**config.mk**
```make
export PLATFORM = sky130hd
export DESIGN_NAME = branch_ctrl
export DESIGN_NICKNAME = d
export VERILOG_FILES = /design/src/rtl/branch_ctrl.sv
export SDC_FILE = /design/constraint.sdc
export NUM_CORES = 1
export LEC_CHECK = 0
export BUFFER_PORTS_ARGS = -buffer_cell sky130_fd_sc_hd__buf_4
export CAP_MARGIN = 0
export CORE_MARGIN = 2
export CORE_UTILIZATION = 55
export CTS_CLUSTER_DIAMETER = 60
export CTS_CLUSTER_SIZE = 12
export DETAILED_ROUTE_END_ITERATION = 8
export PLACE_DENSITY = 0.79
export SYNTH_ARGS = -nofsm -noshare
export SYNTH_HDL_FRONTEND = slang
export SYNTH_SLANG_ARGS = --single-unit
export TNS_END_PERCENT = 20
```
**constraint.sdc**
```tcl
create_clock -name clk -period 3 [get_ports clk]
set_clock_uncertainty 0.1 [all_clocks]
set_input_delay 0.45 -clock clk [delete_from_list [all_inputs] [get_ports clk]]
set_output_delay 0.45 -clock clk [all_outputs]
set_load 0.05 [all_outputs]
```
**src/rtl/branch_ctrl.sv**
```systemverilog
// Branch-control unit: decodes control-flow ops into the PC's branch code and
// target, owns the condition flag that drives jcnd, and keeps a hardware
// return-address stack (RAS) for CALL/RET.
module branch_ctrl #(
  parameter int unsigned D     = 12,
  parameter int unsigned DEPTH = 4,
  parameter int unsigned CW    = $clog2(DEPTH + 1)
) (
  input  logic          clk,
  input  logic          reset,
  input  logic          valid,
  input  logic [2:0]    op,
  input  logic [D-1:0]  imm_target,
  input  logic [D-1:0]  pc_in,
  input  logic          flag_in,
  output logic [2:0]    branch,
  output logic [D-1:0]  target,
  output logic          jcnd,
  output logic [CW-1:0] ras_count,
  output logic          ras_full,
  output logic          ras_empty,
  output logic          err
);

  typedef enum logic [2:0] {
    OpNop  = 3'b000,
    OpJmp  = 3'b001,
    OpBt   = 3'b010,
    OpBf   = 3'b011,
    OpCall = 3'b100,
    OpRet  = 3'b101,
    OpSetf = 3'b110,
    OpRsvd = 3'b111
  } op_e;

  // Branch codes understood by the PC.
  localparam logic [2:0] BrSeq    = 3'b000;
  localparam logic [2:0] BrIfTrue = 3'b001;
  localparam logic [2:0] BrIfFals = 3'b010;
  localparam logic [2:0] BrAlways = 3'b011;

  localparam logic [CW-1:0] CountFull = CW'(DEPTH);

  op_e             op_dec;
  logic            flag_q, flag_d;
  logic            err_q, err_d;
  logic [CW-1:0]   count_q, count_d;
  logic [D-1:0]    ras_q [DEPTH];
  logic [D-1:0]    ras_top;
  logic            full, empty;
  logic            push_en;
  logic [D-1:0]    push_data;

  assign op_dec = op_e'(op);
  assign full   = (count_q == CountFull);
  assign empty  = (count_q == '0);

  // Select the top-of-stack entry (entry[count-1]) without an out-of-range index.
  always_comb begin
    ras_top = '0;
    for (int i = 0; i < DEPTH; i++) begin
      if (CW'(i + 1) == count_q) begin
        ras_top = ras_q[i];
      end
    end
  end

  // Combinational decode to the PC: zero latency so the PC acts on the same edge.
  always_comb begin
    branch = BrSeq;
    target = '0;
    if (valid) begin
      case (op_dec)
        OpJmp: begin
          branch = BrAlways;
          target = imm_target;
        end
        OpBt: begin
          branch = BrIfTrue;
          target = imm_target;
        end
        OpBf: begin
          branch = BrIfFals;
          target = imm_target;
        end
        OpCall: begin
          // The jump happens even when the RAS is full.
          branch = BrAlways;
          target = imm_target;
        end
        OpRet: begin
          if (!empty) begin
            branch = BrAlways;
            target = ras_top;
          end
        end
        default: begin
          branch = BrSeq;
          target = '0;
        end
      endcase
    end
  end

  // Next-state for flag, error and stack occupancy.
  always_comb begin
    flag_d    = flag_q;
    err_d     = err_q;
    count_d   = count_q;
    push_en   = 1'b0;
    push_data = pc_in + 1'b1;  // wraps modulo 2^D
    if (valid) begin
      case (op_dec)
        OpSetf: flag_d = flag_in;
        OpCall: begin
          if (full) begin
            err_d = 1'b1;  // overflow drops the new entry, oldest entries kept
          end else begin
            push_en = 1'b1;
            count_d = count_q + 1'b1;
          end
        end
        OpRet: begin
          if (empty) begin
            err_d = 1'b1;
          end else begin
            count_d = count_q - 1'b1;
          end
        end
        default: ;
      endcase
    end
  end

  // State registers; reset wins over any op presented in the same cycle.
  always_ff @(posedge clk) begin
    if (reset) begin
      flag_q  <= 1'b0;
      err_q   <= 1'b0;
      count_q <= '0;
      for (int i = 0; i < DEPTH; i++) begin
        ras_q[i] <= '0;
      end
    end else begin
      flag_q  <= flag_d;
      err_q   <= err_d;
      count_q <= count_d;
      for (int i = 0; i < DEPTH; i++) begin
        if (push_en && (CW'(i) == count_q)) begin
          ras_q[i] <= push_data;
        end
      end
    end
  end

  assign jcnd      = flag_q;
  assign err       = err_q;
  assign ras_count = count_q;
  assign ras_full  = full;
  assign ras_empty = empty;

endmodule
```
==> results.ini, run 1 <==
[worst_setup_path]
critPathBufInv=2
critPathMaxStageDelay_ns=0.44
cp-start-kind=register
worstPathMaxFanout=8
critPathCaptureType=output port
cp_cell_sequence=inv_1, ha_1, nor3b_4, a21o_1, o211ai_1, a21oi_1, buf_4
criticalPathCategory=reg -> out
critPathTopFamily=compound AO/OA/AOI/OAI gates
cp.required_ns=2.45
critPathSlowestCell=dfxtp_1
arrival_ns=2.29

[routing]
firstDrtPassIters=4
avgRoutedWirePerCell_um=17.0
avgViaCountPerCell=5.87
drt.antenna.violating_nets=0
vias=2437
finalWirelength_mm=7.05
post-route-drc-count=0
initialDrtViolationCount=263

[clock_tree]
cts_buffers=5
cts_max_path_buffers=2
clkTransAtPathRegs_ns=0.09
htree_levels=2
cts_tree=done
ctsHoldBuffers=0
cts_setup_buffers=0
root_buffer=clkbuf_8
clk_latency_ns=0.30
numClockSinks=53

[die]
ios=53
dieArea_um2=6180
core_um2=5440
die_w_um=78.6
initial_core_util_pct=56.3
fp.dieH_um=78.6
rows=27

[global_route]
grt_use_met3_pct=3.10
grt_max_degree=35
grtUsageMet1_pct=31.0
grt_overflow=0
grt.total_usage_pct=24.0
antenna_found_initial=0
first_global_vias=2327
met2_usage_pct=41.3
grt_pass1_wl_mm=11.3
grt.busiest_layer=met2

[yosys]
syn-cell-area_um2=3060
ys_seq_elements=53
synth_ff_type=edfxtp_1
yosysSeqAreaShare_pct=50.4
syn_inst=297
post-synth-top-area-fraction_pct=47.1
yosysWarnings=0
synth_area_leaders=edfxtp_1, nor2_1, a21oi_1
yosysTopAreaCell=edfxtp_1
syn_nets=335
async_reset_ff_share_pct=0
synth_edf_count=48
synthDistinctLibCells=49
syn_area_per_cell_um2=10.3

[min_path]
hp-class=in -> reg

[cells_and_area]
drive_gt1_share_pct=26.8
area.growth.synth_to_final_pct=17.6
nets=380
num_antenna_cells=0
mostFrequentLayoutCell=buf_4
final_cell_mix=buf_4, edfxtp_1, nor2_1
final_core_util_pct=66.2
fillers=453

[sta]
tightest_slew_ns=1.21
period_minus_slack_ns=2.84
fin_crit_sh_pct=94.7
slew_headroom_pct=18.9
max_freq_mhz=352
hold_viol_final=0
drv_slew=0
whs_ns=0.284
setup_violations=0
grt_setup_unrepaired=no

[place]
gp_congestion=0.810
dpl.hpwl_mm=4.85
numPortBuffers=51

[power_and_ir_drop]
ir_worst_vdd_uv=256
leakage_nw=1.45
pwr_density_cell_nw_per_um2=411

[run_status]
status=finished, final reports clean

[run]
maxCapViolations=0

==> state kept, by name (all words and copies together), names as in the netlist <==
name / cells
err: 1
jcnd: 1
ras_count: 3
ras_q: 48
==> report_power, final <==
part	internal [mW]	switching, mW	leakage (nW)
sequential	0.828	0.0106	0.539
clock	0.162	0.222	0.0450
combinational	0.0896	0.167	0.862
==> logic make-up after synthesis <==
logic type | Yosys count | synth area share, %
multiplexers | 1 | 0.327
buffers and inverters | 29 | 4.86
AND/OR/NAND/NOR | 122 | 20.7
AO/OA/AOI/OAI | 70 | 16.7
flip-flops | 53 | 50.4
adder cells (fa/ha/maj) | 7 | 2.86
other | 1 | 0.123
XOR/XNOR | 14 | 4.01
==> area by class of cell <==
cell class	instances	area, µm²	area share [%]
Sequential cell	53	1540	42.8
Multi-Input combinational cell	215	1400	38.9
Timing Repair Buffer	61	462	12.8
Tap cell	72	90.1	2.50
Clock buffer	6	72.6	2.02
Inverter	6	22.5	0.626
Clock inverter	2	10.0	0.278
==> cells in the mapped netlist, types with 4 or more instances <==
cell and count:
nor2_1 46, a21oi_1 22, dfxtp_1 5, ha_1 7, nor2_2 10, edfxtp_1 48
a21o_1 8, nor3b_1 9, a32o_1 8, inv_1 5, nand2_1 29, and3_1 4
o211ai_1 8, a221o_1 4, a22o_1 4, xnor2_1 8, xor2_1 6, buf_2 14
clkbuf_1 5, o2111ai_1 4
==> worst reg2reg max path: cells and delay by family, from the launching register on <==
family                     cells  cell delay, ns
and+or+nand+nor                2            0.35
buffers and inverters          3            0.63
AOI/OAI and AO/OA              1            0.44
adders and majority gates      1            0.21
DFF                            1            0.44
==> per-layer routing <==
layer  vias up  part of all wire [%]
met4         0                   1.4
met5         -                     0
li1       1172                     -
met1      1160                    41
met2        98                    50
met3         7                   7.8
==> metrics by stage <==
stage / worst slack, ns / area (µm²) / power (mW) / std cells / TNS [ns]
after floorplan: -0.236 / 3070 / 1.02 / 297 / -1.21
after global placement: 0.232 / 3490 / 1.10 / 407 / 0
after detailed placement: 0.223 / 3490 / 1.11 / 407 / 0
after CTS: 0.0397 / 3590 / 1.48 / 415 / 0
after global routing: 0.0164 / 3600 / 1.53 / 415 / 0
final: 0.159 / 3600 / 1.48 / 415 / 0
==> final timing paths <==
path	to	from	slack [ns]	cells past startpoint
setup / recovery	target[6]	ras_count[0]$_SDFFE_PP0P_	0.16	7
hold / removal	jcnd$_SDFFE_PP0P_	flag_in	0.28	3
setup reg to reg	ras_q[0][10]$_SDFFCE_PN0P_	ras_count[0]$_SDFFE_PP0P_	0.52	7
hold reg to reg	err$_SDFFE_PP0P_	err$_SDFFE_PP0P_	0.39	2
==> timing repair <==
action | 4_1_cts | 5_1_grt
setup endpoints to repair | 4 | 12
gates resized for setup | 2 | 3
pin swaps | 0 | 1
Power figures use the tool's default switching activity.
==> run 2: changes to the inputs <==
--- a/config.mk
+++ b/config.mk
@@ -9,6 +9,7 @@
 export CAP_MARGIN = 0
 export CORE_MARGIN = 2
 export CORE_UTILIZATION = 55
+export CTS_BUF_LIST = sky130_fd_sc_hd__clkbuf_8
 export CTS_CLUSTER_DIAMETER = 60
 export CTS_CLUSTER_SIZE = 12
 export DETAILED_ROUTE_END_ITERATION = 8
==> run 2 against run 1 <==
Against the previous run:
- utilization stayed put
- power is 0.15% lower
- register-to-register slack hardly changed
- die area stayed put
- cell count stayed put
- sequential cell count stayed put
- wire length hardly changed
- sequential power hardly changed
- critical endpoint unchanged
- largest cell class unchanged
- largest power group unchanged
==> results.ini, run 2 (synthesized netlist as in run 1, its figures left out) <==
[run_status]
status=finished, final reports clean

[global_route]
grt.total_usage_pct=24.0
grt_max_degree=35
grt_pass1_wl_mm=11.3
antenna_found_initial=0
grt_overflow=0
first_global_vias=2327

[worst_setup_path]
cp.required_ns=2.45
r2r_end=ras_q[0][10]$_SDFFCE_PN0P_
critPathCaptureType=output port
reg2reg_from=ras_count[0]$_SDFFE_PP0P_
critical_path.endpoint=target[6]
setup.worst_path.start=ras_count[0]$_SDFFE_PP0P_
ff2ff_path_depth=7
arrival_ns=2.30
worstPathMaxFanout=8
reg2reg_slack_ns=0.53
cp-start-kind=register
criticalPathCategory=reg -> out

[die]
initial_core_util_pct=56.3
dieArea_um2=6180
ios=53
rows=27
die_w_um=78.6
core_um2=5440
fp.dieH_um=78.6

[sta]
max_freq_mhz=351
finalWorstSetupSlack_ns=0.154
period_minus_slack_ns=2.85
setup_tns_ns=0
slew_headroom_pct=18.7
drv_slew=0
tightest_slew_ns=1.21
setup_violations=0
hold_viol_final=0
fin_crit_sh_pct=94.9
whs_ns=0.282
grt_setup_unrepaired=no

[place]
numPortBuffers=51
gp_congestion=0.810
dp_slack_ns=0.223
place_area_um2=3490
dpl.hpwl_mm=4.85

[clock_tree]
cts_setup_buffers=0
htree_levels=2
clk_latency_ns=0.30
cts_max_path_buffers=2
cts_buffers=5
cts_tree=done
clkTransAtPathRegs_ns=0.10
numClockSinks=53
root_buffer=clkbuf_8

[routing]
firstDrtPassIters=4
avgRoutedWirePerCell_um=17.0
avgViaCountPerCell=5.87
initialDrtViolationCount=263
post-route-drc-count=0
finalWirelength_mm=7.05
drt.antenna.violating_nets=0
vias=2437

[cells_and_area]
nets=380
largest_reg_flops=48
final_core_util_pct=66.2
stdcell_area_um2=3600
final_cell_mix=buf_4, edfxtp_1, nor2_1
mostFrequentLayoutCell=buf_4
num_antenna_cells=0
largest-register=ras_q
fillers=453
drive_gt1_share_pct=26.8
area.growth.synth_to_final_pct=17.6

[min_path]
hp-class=in -> reg

[run]
maxCapViolations=0

[power_and_ir_drop]
pwr_density_cell_nw_per_um2=411
leakage_nw=1.45
ir_worst_vdd_uv=257

==> run 2: cell types whose count changed in the layout (fill, tap and decap cells not counted), sizes merged <==
cell    previous run  this run
clkbuf             6         5
inv                6         7
==> run 2: cell type report <==
type                            count  area (µm²)  area share [%]
Clock buffer                        5        68.8            1.91
Timing Repair Buffer               61         462            12.8
Multi-Input combinational cell    215        1400            38.9
Inverter                            6        22.5           0.626
Sequential cell                    53        1540            42.8
Clock inverter                      3        13.8           0.382
Tap cell                           72        90.1            2.50
==> run 2: repair_timing <==
action                     4_1_cts  5_1_grt
gates resized for setup          2        3
cloned                           0        0
pin swaps                        0        1
setup endpoints to repair        4       12
hold buffers                     0        0
==> run 2: worst max-delay path, stage by stage (launching register included) <==
cell      delay [ns]
dfxtp_1         0.44
inv_1           0.11
ha_1            0.31
nor3b_4         0.42
a21o_1          0.18
o211ai_1        0.08
a21oi_1         0.20
buf_4           0.24
==> run 2: metrics by stage <==
stage | std cells | total power [mW]
final | 415 | 1.48
after global routing | 415 | 1.53
after CTS | 415 | 1.48
after detailed placement | 407 | 1.11
after global placement | 407 | 1.10
after floorplan | 297 | 1.02
==> run 2: worst min path at each step <==
stage | startpoint | endpoint | depth (start not counted)
2_1_floorplan | flag_in | jcnd$_SDFFE_PP0P_ | 2
3_3_place_gp | err$_SDFFE_PP0P_ | err$_SDFFE_PP0P_ | 2
3_5_place_dp | err$_SDFFE_PP0P_ | err$_SDFFE_PP0P_ | 2
4_1_cts | flag_in | jcnd$_SDFFE_PP0P_ | 3
5_1_grt | flag_in | jcnd$_SDFFE_PP0P_ | 3
6_report | flag_in | jcnd$_SDFFE_PP0P_ | 3
==> run 2: routing by layer <==
layer / GRT usage, % / part of all wire [%] / vias up
met5: 0 / 0 / -
met4: 8.60 / 1.4 / 0
met3: 3.10 / 7.7 / 5
met2: 41.3 / 50 / 93
met1: 31.0 / 41 / 1167
li1: - / - / 1172
==> run 2: power by group <==
group / switching, mW / total [mW] / internal (mW)
Clock: 0.223 / 0.382 / 0.159
Sequential: 0.0106 / 0.839 / 0.828
Combinational: 0.167 / 0.256 / 0.0896
Total: 0.401 / 1.48 / 1.08
==> run 3: changes to the inputs <==
==> constraint.sdc (replaced) <==
create_clock -name clk -period 3.1 [get_ports clk]
set_clock_uncertainty 0.1 [all_clocks]
set_input_delay 0.465 -clock clk [delete_from_list [all_inputs] [get_ports clk]]
set_output_delay 0.465 -clock clk [all_outputs]
set_load 0.05 [all_outputs]
==> run 3 against run 2 <==
Against the previous run:
- global-route usage decreased by 0.14 points
- utilization decreased by 0.12 points
- clock power decreased by 2%
- wire length increased by 0.35%
- combinational power decreased by 3%
- via count decreased by 0.45%
- count of clock-buffer cells in the layout unchanged
- first-iteration DRC count decreased by 20%
- largest cell class unchanged
- critical path depth unchanged
- design area decreased by 0.17%
- hold slack improved by 0.011 ns
- sequential cell count unchanged
==> results.ini, run 3 (synthesized netlist as in run 1, its figures left out) <==
[run_status]
status=finished, final reports clean

[cells_and_area]
final_core_util_pct=66.0
nets=380
regArea_um2=1540
mostFrequentLayoutCell=buf_4
multi_input_area_um2=1400
final_cells=415
num_antenna_cells=0
largest-register=ras_q
largest_reg_flops=48
stdcell_area_um2=3590
fillers=426
final_cell_mix=buf_4, edfxtp_1, nor2_1
area.growth.synth_to_final_pct=17.4
drive_gt1_share_pct=26.2

[routing]
drt.antenna.violating_nets=0
vias=2426
initialDrtViolationCount=210
finalWirelength_mm=7.07
avgViaCountPerCell=5.85
firstDrtPassIters=4
avgRoutedWirePerCell_um=17.0
post-route-drc-count=0

[worst_setup_path]
worstPathMaxFanout=8
critPathMaxStageDelay_ns=0.44
path_depth=7
criticalPathCategory=reg -> out
reg2reg_from=ras_count[0]$_SDFFE_PP0P_
reg2reg_slack_ns=0.50
critPathBufInv=2
cp-start-kind=register
critPathTopFamily=compound AO/OA/AOI/OAI gates
critPathSlowestCell=dfxtp_1
ff2ff_path_depth=7
arrival_ns=2.32
r2r_end=ras_q[0][7]$_SDFFCE_PN0P_
critPathCaptureType=output port
cp_cell_sequence=inv_1, ha_1, nor3b_4, a21o_1, o211ai_1, a21oi_1, buf_4
cp.required_ns=2.53

[clock_tree]
cts_buffers=5
cts_setup_buffers=0
cts_max_path_buffers=2
root_buffer=clkbuf_8
numClockSinks=53
htree_levels=2
ctsHoldBuffers=0
cts_tree=done
clkTransAtPathRegs_ns=0.09
clk_latency_ns=0.30

[power_and_ir_drop]
pwr-share-comb_pct=17.4
internal_power_mw=1.04
ir_worst_vdd_uv=276
p_switching_mw=0.391
clock_power_share_pct=26.1
p_sw_share_pct=27.3
pwr_density_cell_nw_per_um2=399
leakage_nw=1.45
p_seq_share_pct=56.6

[sta]
setup_violations=0
hold_viol_final=0
grt_setup_unrepaired=no
drv_slew=0
slew_headroom_pct=19.9
finalWorstSetupSlack_ns=0.212
fin_crit_sh_pct=93.2
whs_ns=0.294
period_minus_slack_ns=2.89
tightest_slew_ns=1.19
max_freq_mhz=346

[min_path]
min_to=jcnd$_SDFFE_PP0P_
hp-class=in -> reg
min_path_cells=3
hold_path.startpoint=flag_in

[place]
place_area_um2=3490
gp_congestion=0.800
numPortBuffers=51
dp_cells=407
dpl.hpwl_mm=4.87
dp_slack_ns=0.360

[global_route]
grt_max_degree=29
grt_pass1_wl_mm=11.2
grt_overflow=0
antenna_found_initial=0
first_global_vias=2250
grt.total_usage_pct=23.8

[die]
ios=53
dieArea_um2=6180
core_um2=5440
initial_core_util_pct=56.3
die_w_um=78.6
rows=27
fp.dieH_um=78.6

[run]
maxCapViolations=0

[run 3: changes by cell type in the layout (fill, tap and decap cells not counted), sizes merged]
cell      before  now
inv            7    8
clkinvlp       0    1
clkinv         2    0
[run 3: cell type report]
cell class                      count  share of cell area, %
Clock inverter                      3                  0.418
Inverter                            6                  0.627
Sequential cell                    53                   42.9
Tap cell                           72                   2.51
Multi-Input combinational cell    215                   38.9
Timing Repair Buffer               61                   12.7
Clock buffer                        5                   1.92
[run 3: repair_timing]
action                                  CTS  global route
endpoints found under the hold margin     0             0
resized for setup                         0             4
endpoints found under the setup margin    0            12
[run 3: power groups by stage]
stage	Sequential, mW	Clock (mW)	Combinational [mW]
after CTS	0.811	0.379	0.247
after global routing	0.814	0.409	0.269
after detailed placement	0.827	0	0.246
final	0.811	0.374	0.249
after floorplan	0.832	0	0.150
after global placement	0.826	0	0.242
[run 3: worst max path at each step]
stage | to | from
detailed placement | target[6] | op[0]
global route | target[9] | ras_count[0]$_SDFFE_PP0P_
floorplan | target[8] | ras_count[2]$_SDFFE_PP0P_
finish | target[6] | ras_count[0]$_SDFFE_PP0P_
global placement | target[6] | op[0]
CTS | target[10] | ras_count[0]$_SDFFE_PP0P_
[run 3: tightest hold or removal path, delay by kind of cell]
kind	cells	cell delay, ns
mux	1	0.05
buf+inv	1	0.08
simple gates	1	0.07
[run 3: routing by layer]
layer	vias to the layer above	part of all wire, %	GRT usage [%]
li1	1175	-	-
met1	1147	43	32.8
met2	95	49	38.1
met3	9	6.7	3.45
met4	0	1.7	9.47
met5	-	0	0
[run 3: per-stage QoR]
| stage | total power [mW] | TNS, ns |
|---|---|---|
| 2_1_floorplan | 0.982 | -0.602 |
| 3_3_place_gp | 1.07 | 0 |
| 3_5_place_dp | 1.07 | 0 |
| 4_1_cts | 1.44 | 0 |
| 5_1_grt | 1.49 | 0 |
| 6_report | 1.43 | 0 |
